[src/rtl/pipe_phy_msg_responder.sv]
// PIPE message-bus responder: decodes MAC requests, holds NUM_REGS 8-bit PHY registers,
// buffers uncommitted writes and applies them atomically on a committed write.
module pipe_phy_msg_responder #(
    parameter int NUM_REGS   = 8,
    parameter int PEND_DEPTH = 4
) (
    input  logic                  PCLK,
    input  logic                  Reset,
    input  logic [7:0]            M2P_MessageBus,
    output logic [7:0]            P2M_MessageBus,
    output logic [8*NUM_REGS-1:0] reg_q,
    output logic [NUM_REGS-1:0]   reg_update,
    output logic                  pend_overflow
);

    localparam int CNT_W = $clog2(PEND_DEPTH + 1);

    typedef enum logic [1:0] {S_IDLE, S_ADDR, S_DATA} state_t;
    typedef enum logic [1:0] {CMD_NOP = 2'd0, CMD_WR_UNC = 2'd1, CMD_WR_COM = 2'd2, CMD_RD = 2'd3} cmd_t;

    state_t state, state_next;
    cmd_t   cmd_q, cmd_next;
    logic [3:0]  addr_hi;
    logic [7:0]  addr_lo;
    logic [11:0] rd_addr;
    logic [11:0] wr_addr;

    logic [7:0]  regs      [NUM_REGS];
    logic [7:0]  regs_next [NUM_REGS];
    logic [NUM_REGS-1:0] upd_next;

    logic [11:0] pend_addr [PEND_DEPTH];
    logic [7:0]  pend_data [PEND_DEPTH];
    logic [CNT_W-1:0] pend_cnt;

    logic       rd_fire, unc_fire, com_fire;
    logic       rd_pend;
    logic [7:0] rd_data, rd_val;

    assign rd_addr  = {addr_hi, M2P_MessageBus};
    assign wr_addr  = {addr_hi, addr_lo};
    assign rd_fire  = (state == S_ADDR) && (cmd_q == CMD_RD);
    assign unc_fire = (state == S_DATA) && (cmd_q == CMD_WR_UNC);
    assign com_fire = (state == S_DATA) && (cmd_q == CMD_WR_COM);

    // NOTE: sequential state uses non-blocking assignments so every flop samples pre-edge values.
    always_ff @(posedge PCLK) begin
        if (Reset) begin
            state   <= S_IDLE;
            cmd_q   <= CMD_NOP;
            addr_hi <= '0;
            addr_lo <= '0;
        end else begin
            state <= state_next;
            cmd_q <= cmd_next;
            if (state == S_IDLE) addr_hi <= M2P_MessageBus[3:0];
            if (state == S_ADDR) addr_lo <= M2P_MessageBus;
        end
    end

    // NOTE: every always_comb output gets a default first so no path can infer a latch.
    always_comb begin
        state_next = state;
        cmd_next   = cmd_q;
        case (state)
            S_IDLE: begin
                case (M2P_MessageBus[7:4])
                    4'h1, 4'h2, 4'h3: begin
                        cmd_next   = cmd_t'(M2P_MessageBus[5:4]);
                        state_next = S_ADDR;
                    end
                    default: ;
                endcase
            end
            S_ADDR:  state_next = (cmd_q == CMD_RD) ? S_IDLE : S_DATA;
            S_DATA:  state_next = S_IDLE;
            default: state_next = S_IDLE;
        endcase
    end

    // Out-of-range addresses never match a register index, so they read 0 and are dropped on commit.
    always_comb begin
        rd_val = '0;
        for (int r = 0; r < NUM_REGS; r++)
            if (rd_addr == 12'(r)) rd_val = regs[r];
    end

    always_comb begin
        regs_next = regs;
        upd_next  = '0;
        if (com_fire) begin
            for (int p = 0; p < PEND_DEPTH; p++)
                if (CNT_W'(p) < pend_cnt)
                    for (int r = 0; r < NUM_REGS; r++)
                        if (pend_addr[p] == 12'(r)) begin
                            regs_next[r] = pend_data[p];
                            upd_next[r]  = 1'b1;
                        end
            for (int r = 0; r < NUM_REGS; r++)
                if (wr_addr == 12'(r)) begin
                    regs_next[r] = M2P_MessageBus;
                    upd_next[r]  = 1'b1;
                end
        end
    end

    always_ff @(posedge PCLK) begin
        if (Reset) begin
            for (int r = 0; r < NUM_REGS; r++) regs[r] <= '0;
            reg_update <= '0;
        end else begin
            regs       <= regs_next;
            reg_update <= upd_next;
        end
    end

    always_ff @(posedge PCLK) begin
        if (Reset) begin
            pend_cnt      <= '0;
            pend_overflow <= 1'b0;
        end else if (com_fire) begin
            pend_cnt <= '0;
        end else if (unc_fire) begin
            if (pend_cnt < CNT_W'(PEND_DEPTH)) pend_cnt <= pend_cnt + 1'b1;
            else                               pend_overflow <= 1'b1;
        end
    end

    // NOTE: buffer storage is not reset; pend_cnt alone decides which entries are live.
    always_ff @(posedge PCLK) begin
        if (!Reset && unc_fire && pend_cnt < CNT_W'(PEND_DEPTH)) begin
            for (int p = 0; p < PEND_DEPTH; p++)
                if (CNT_W'(p) == pend_cnt) begin
                    pend_addr[p] <= wr_addr;
                    pend_data[p] <= M2P_MessageBus;
                end
        end
    end

    // Fixed response latency means a new header never lands on a pending read-data cycle.
    always_ff @(posedge PCLK) begin
        if (Reset) begin
            P2M_MessageBus <= 8'h00;
            rd_pend        <= 1'b0;
            rd_data        <= '0;
        end else begin
            rd_pend <= rd_fire;
            if (rd_fire) rd_data <= rd_val;
            if (rd_fire)       P2M_MessageBus <= 8'h40;
            else if (com_fire) P2M_MessageBus <= 8'h50;
            else if (rd_pend)  P2M_MessageBus <= rd_data;
            else               P2M_MessageBus <= 8'h00;
        end
    end

    for (genvar g = 0; g < NUM_REGS; g++) begin : g_reg_out
        assign reg_q[8*g +: 8] = regs[g];
    end

endmodule

[config.mk]
export PLATFORM = sky130hd
export DESIGN_NAME = pipe_phy_msg_responder
export DESIGN_NICKNAME = d
export VERILOG_FILES = /design/src/rtl/pipe_phy_msg_responder.sv
export SDC_FILE = /design/constraint.sdc
export NUM_CORES = 1
export LEC_CHECK = 0
export CAP_MARGIN = 20
export CORE_MARGIN = 10
export CORE_UTILIZATION = 45
export DETAILED_ROUTE_END_ITERATION = 10
export PLACE_DENSITY = 0.67
export RECOVER_POWER = 50
export SLEW_MARGIN = 20
export SYNTH_ARGS = -nofsm -noshare
export SYNTH_HDL_FRONTEND = slang
export SYNTH_SLANG_ARGS = --single-unit
[constraint.sdc]
create_clock -name PCLK -period 2.35 [get_ports PCLK]
set_input_delay 0.47 -clock PCLK [delete_from_list [all_inputs] [get_ports PCLK]]
set_output_delay 0.47 -clock PCLK [all_outputs]
set_load 0.05 [all_outputs]
# Word level (Yosys, flattened, before mapping)
# Memories as Yosys holds them, arrays and structs flattened.
# Cells that the tools add are included.
[op_classes]
n_lt_le_gt_ge = 5
eq_ne = 54
muxes = 134
n_reduce_logical = 28
addsub = 1
bitwise = 3
[op_table]
columns = ["operator", "count"]
rows = [
  ["8-bit two-way mux", 56],
  ["64-bit two-way mux", 5],
  ["12-bit by 3-bit == test with 1-bit output (second input constant)", 24],
  ["12-bit by 2-bit == test with 1-bit output (second input constant)", 12],
  ["12-bit by 1-bit == test with 1-bit output (second input constant)", 6],
  ["12-bit logical NOT", 6],
  ["1-bit two-way mux", 58],
  ["12-bit two-way mux", 3],
  ["12-bit OR reduction", 3],
  ["8-bit OR reduction", 3],
  ["7-bit two-way mux", 3],
  ["2-bit two-way mux", 8],
  ["4-bit by 2-bit == test with 1-bit output (second input constant)", 2],
  ["2-bit == test (second input constant)", 3],
  ["2-bit by 3-bit == test with 1-bit output (first input constant)", 2],
  ["1-bit by 3-bit less-than comparator with 1-bit output (first input constant)", 2],
  ["2-bit by 3-bit less-than comparator with 1-bit output (first input constant)", 2],
  ["2-bit OR reduction", 3],
  ["1-bit logical AND", 5],
  ["2-bit by 1-bit == test with 1-bit output (second input constant)", 2],
  ["4-bit by 1-bit == test with 1-bit output (second input constant)", 1],
  ["2-bit one-hot mux with 2 select lines", 1],
  ["2-bit AND reduction", 2],
  ["4-bit OR reduction", 1],
  ["10 further kinds", 12],
]
[totals]
output_inout_bits = 81
wordCells = 247
ff_bits = 109
n_memories = 2
input_bits = 10
ram_bits = 80
[memory_table]
columns = ["name", "words", "width", "rd", "rd_ports_with_merged_regs", "wr", "line", "rtl"]
rows = [
  ["pend_addr", 4, 12, 4, 0, 1, "32", "logic [11:0] pend_addr [PEND_DEPTH];"],
  ["pend_data", 4, 8, 4, 0, 1, "33", "logic [7:0] pend_data [PEND_DEPTH];"],
]

# Depth between registers and ports, before layout
[logic_depth]
word_depth = 11
mapped_depth = 9
depth_no_buf = 6

# Worst setup path before layout
# No wires, ideal clock.
[synth_timing]
kind = "flip-flop to flip-flop"
start = "mem pend_addr[1][5]"
end = "reg regs (netlist bit reg_q[40])"
stages_incl_launch_ff = 9
required_time_ps = 2222
period_less_slack_ps = 2548
n_path_buf = 2
setup_time_ps = 128
arrival_time_ps = 2420
setup_slack_ps = -198
cell_sequence = "edfxtp_1 or4_4 or4_1 buf_6 or3_1 buf_2 o211a_1 a22oi_2 o211ai_1"
[synth_lines]
columns = ["element", "line", "rtl"]
rows = [
  ["start, declared", "32", ""],
  ["end signal, assigned", "112", "regs <= regs_next;"],
  ["end, declared", "28", "logic [7:0] regs [NUM_REGS];"],
]

# Worst setup path in the final report
[layout_timing]
start = "in M2P_MessageBus[6]"
end = "reg regs (netlist bit reg_q[46])"
[layout_via]
elab_chain_len = 1
[layout_lines]
columns = ["element", "line", "rtl"]
rows = [
  ["start, declared", "9", "input logic [7:0] M2P_MessageBus,"],
  ["8-bit two-way mux", "100", "if (wr_addr == 12'(r)) begin"],
]
# No other way between the ends.
# A chain may end at the register's enable or synchronous reset.

==> impl_metrics.json <==
{
  "cp.arrival_ns": 3.00,
  "post-dp-hpwl_um": 37900,
  "grt_max_degree": 40,
  "finalSetupViolCount": 67,
  "crit_path_start_kind": "input pin",
  "run_status": "complete, but fails checks",
  "rows": 56,
  "worstReg2RegStart": "pend_addr[1][6]$_DFFE_PP_",
  "pwr-share-comb": 0.060,
  "initial_utilization": 0.460,
  "grt-ovfl-total": 0,
  "htreeDepth": 4,
  "synthCells": 1265,
  "period_needed_ns": 2.61,
  "fin_crit_sh": 1.11,
  "vias_per_cell": 6.75,
  "grt_pass1_vias": 11500,
  "final_area_um2": 14800,
  "rsz0062_at_grt": "yes",
  "hold_viol_final": 0,
  "crit_family": "buffers and inverters",
  "post_drt_wl_per_cell_um": 29.6,
  "die_area_um2": 30700,
  "finalNonFillerCells": 1814,
  "drive_above_1_share": 0.246,
  "vias": 12200,
  "postLayoutSetupSlackWorst_ns": -0.264,
  "antenna_found_initial": 0,
  "holdPathEnd": "P2M_MessageBus[5]$_SDFF_PP0_",
  "violations": "max-capacitance violations, max-slew violations, negative setup slack",
  "clkTransAtPathRegs_ns": 0.08,
  "reg2reg_to": "reg_q[15]$_SDFFE_PP0P_",
  "die_w_um": 175,
  "synth_area_um2": 10900,
  "hold_buffers": 0,
  "synth_edf_count": 80,
  "max_slew_margin": -0.0648,
  "maxSlewViolCount": 46,
  "synth.distinct_cells": 76,
  "drt_iter0_drc": 1722,
  "synthFlopType": "dfxtp_1",
  "p_leak_nw": 5.37,
  "ir_worst_vdd_mv": 0.509,
  "critical_path_class": "in -> reg",
  "synth.area.top_cells": "edfxtp_1 (22%), dfxtp_1 (20%), a21oi_1 (5.7%), o21ai_0 (4.5%), nand2_1 (3.5%)",
  "pwr-share-clk": 0.439,
  "p_sw_mw": 1.78,
  "gp_congestion": 1.05,
  "yosysSeqAreaShare": 0.423,
  "min_path_cells": 1,
  "worst-path-buf-inv": 2,
  "finalClockSkew_ns": 0.0130,
  "routed_wl_um": 53700,
  "final_common_cell": "buf_4",
  "nets": 1493,
  "wirelength_met1_um": 20100,
  "dr.pass1.iters": 5,
  "hp-class": "reg -> reg",
  "tightest_slew_ns": 1.60,
  "reg2regPathDepth": 7,
  "crit_required_ns": 2.73,
  "swShare": 0.260,
  "groute.usage.overall": 0.337,
  "final_cell_mix": "buf_4 (150), a21oi_1 (114), dfxtp_1 (108)",
  "area_delta_synth_final_pct": 36.5,
  "powerDensity_nw_per_um2": 462,
  "grt_pass1_wl_um": 77300,
  "slowest_delay_ns": 1.12,
  "cp-end-kind": "register",
  "cellInternalPower_mw": 5.07,
  "clockRootBuffer": "clkbuf_16",
  "seqPwrFrac": 0.501,
  "ant_nets": 0,
  "placed_area_um2": 13400,
  "postSynthAreaPerCell_um2": 8.58,
  "io_buffers": 90,
  "crit_chain": "clkdlybuf4s50_1 -> clkbuf_1 -> o21ai_0 -> or3_1 -> o211ai_1",
  "cpMaxStageDelayCell": "clkbuf_1",
  "wl_met2_um": 22200,
  "syn-num-nets": 1278,
  "hold-worst-slack_ns": 0.465,
  "route.detailed.drc": 0,
  "io_pins": 91,
  "wl_met3_um": 7060,
  "clockBufferDepth": 2,
  "top_layer_used": "met4",
  "numCtsBuffers": 17,
  "critical_path_peak_fanout": 14,
  "yosysWarnings": 0,
  "place_ws_ns": -0.424,
  "synth-seq-cells": 189,
  "fin_setup_tns_ns": -7.17,
  "synth_top_cell_by_area": "edfxtp_1",
  "fmax_mhz": 383,
  "clk_latency_ns": 0.45,
  "final_util": 0.627,
  "rrSetupSlack_ns": -0.17,
  "coreArea_um2": 23600,
  "dp_cells": 1761,
  "synth.top_cell.area_share": 0.221,
  "dieHeight_um": 175,
  "async_reset_ff_frac": 0,
  "maxCapViolCount": 3,
  "cts_sinks": 189,
  "finalPower_mw": 6.85,
  "hp-start": "rd_data[5]$_SDFFE_PP0P_",
  "tritoncts": "done"
}
worst max-delay path by stage:
stage	slack, ns	depth (start not counted)	endpoint	start
6_report	-0.26	5	reg_q[46]$_SDFFE_PP0P_	M2P_MessageBus[6]
5_1_grt	-0.28	7	reg_q[10]$_SDFFE_PP0P_	pend_addr[1][6]$_DFFE_PP_
4_1_cts	-0.18	8	reg_q[62]$_SDFFE_PP0P_	pend_addr[1][6]$_DFFE_PP_
3_5_place_dp	-0.42	8	rd_data[7]$_SDFFE_PP0P_	M2P_MessageBus[7]
3_3_place_gp	-0.41	8	rd_data[3]$_SDFFE_PP0P_	M2P_MessageBus[7]
2_1_floorplan	-0.15	8	reg_q[40]$_SDFFE_PP0P_	pend_addr[1][6]$_DFFE_PP_
power groups by stage:
stage	Sequential [mW]	Clock, mW	Combinational (mW)
after global placement	3.51	0	0.406
after floorplan	3.51	0	0.171
final	3.43	3.01	0.411
after global routing	3.43	3.15	0.428
after detailed placement	3.51	0	0.407
after CTS	3.43	3.02	0.411
synthesized netlist by cell type, types with 7 or more instances:
cell	n
a21oi_1	123
o221ai_1	9
nand4_1	7
o31ai_1	24
nor4_1	14
mux2i_1	12
clkbuf_1	90
nand2b_1	11
and2_1	10
inv_1	23
nand3b_1	8
o211ai_1	25
nand3_1	56
a221oi_1	9
nor3_1	36
edfxtp_1	80
nor2b_1	9
and3_1	36
buf_2	9
or3_1	21
dfxtp_1	109
a221o_1	15
nor2_1	96
o21ai_0	97
a211oi_1	40
nand2_1	102
or4_1	13
a31oi_1	18
a211o_1	11
a22o_1	24
o21a_1	26
a22oi_1	11
metal layers:
layer  track usage  vias to the layer above
met5             0                        -
met4         0.232                        0
met3        0.0931                      276
met2         0.487                      940
met1         0.428                     5755
li1              -                     5268
cells by family (layout without fill, tap and decap cells):
kind of cell             Yosys count  after routing  synth area share
AO/OA/AOI/OAI                    469            469             0.284
AND/OR/NAND/NOR                  458            458             0.225
flip-flops                       189            189             0.423
buffers and inverters            128            356            0.0460
multiplexers                      17             17            0.0183
adder cells (fa/ha/maj)            3              3           0.00346
XOR/XNOR                           1              1          0.000807
other                              0              2                 0
repair_timing:
action                     CTS  global route
gates cloned                 1             3
pin swaps                   48            52
setup buffers                3            14
gates resized for setup     60           103
setup endpoints to repair   63            75
cell type report:
class	instances	area [um^2]
tap	319	399
timing repair buffer	300	2700
antenna	2	5.00
clock inverter	15	176
sequential	189	4590
inverter	24	90.1
multi-input combinational	948	6430
clock buffer	17	425
fill	2029	8800
sequential cells by signal, summed over array words and instances (netlist names):
signal and count:
pend_cnt 3, P2M_MessageBus 8, addr_lo 8, reg_q 64, cmd_q 2, state 2, pend_data 32, reg_update 8
rd_data 8, pend_addr 48, pend_overflow 1, addr_hi 4, rd_pend 1
No activity file was read; power rests on OpenSTA's default activity.
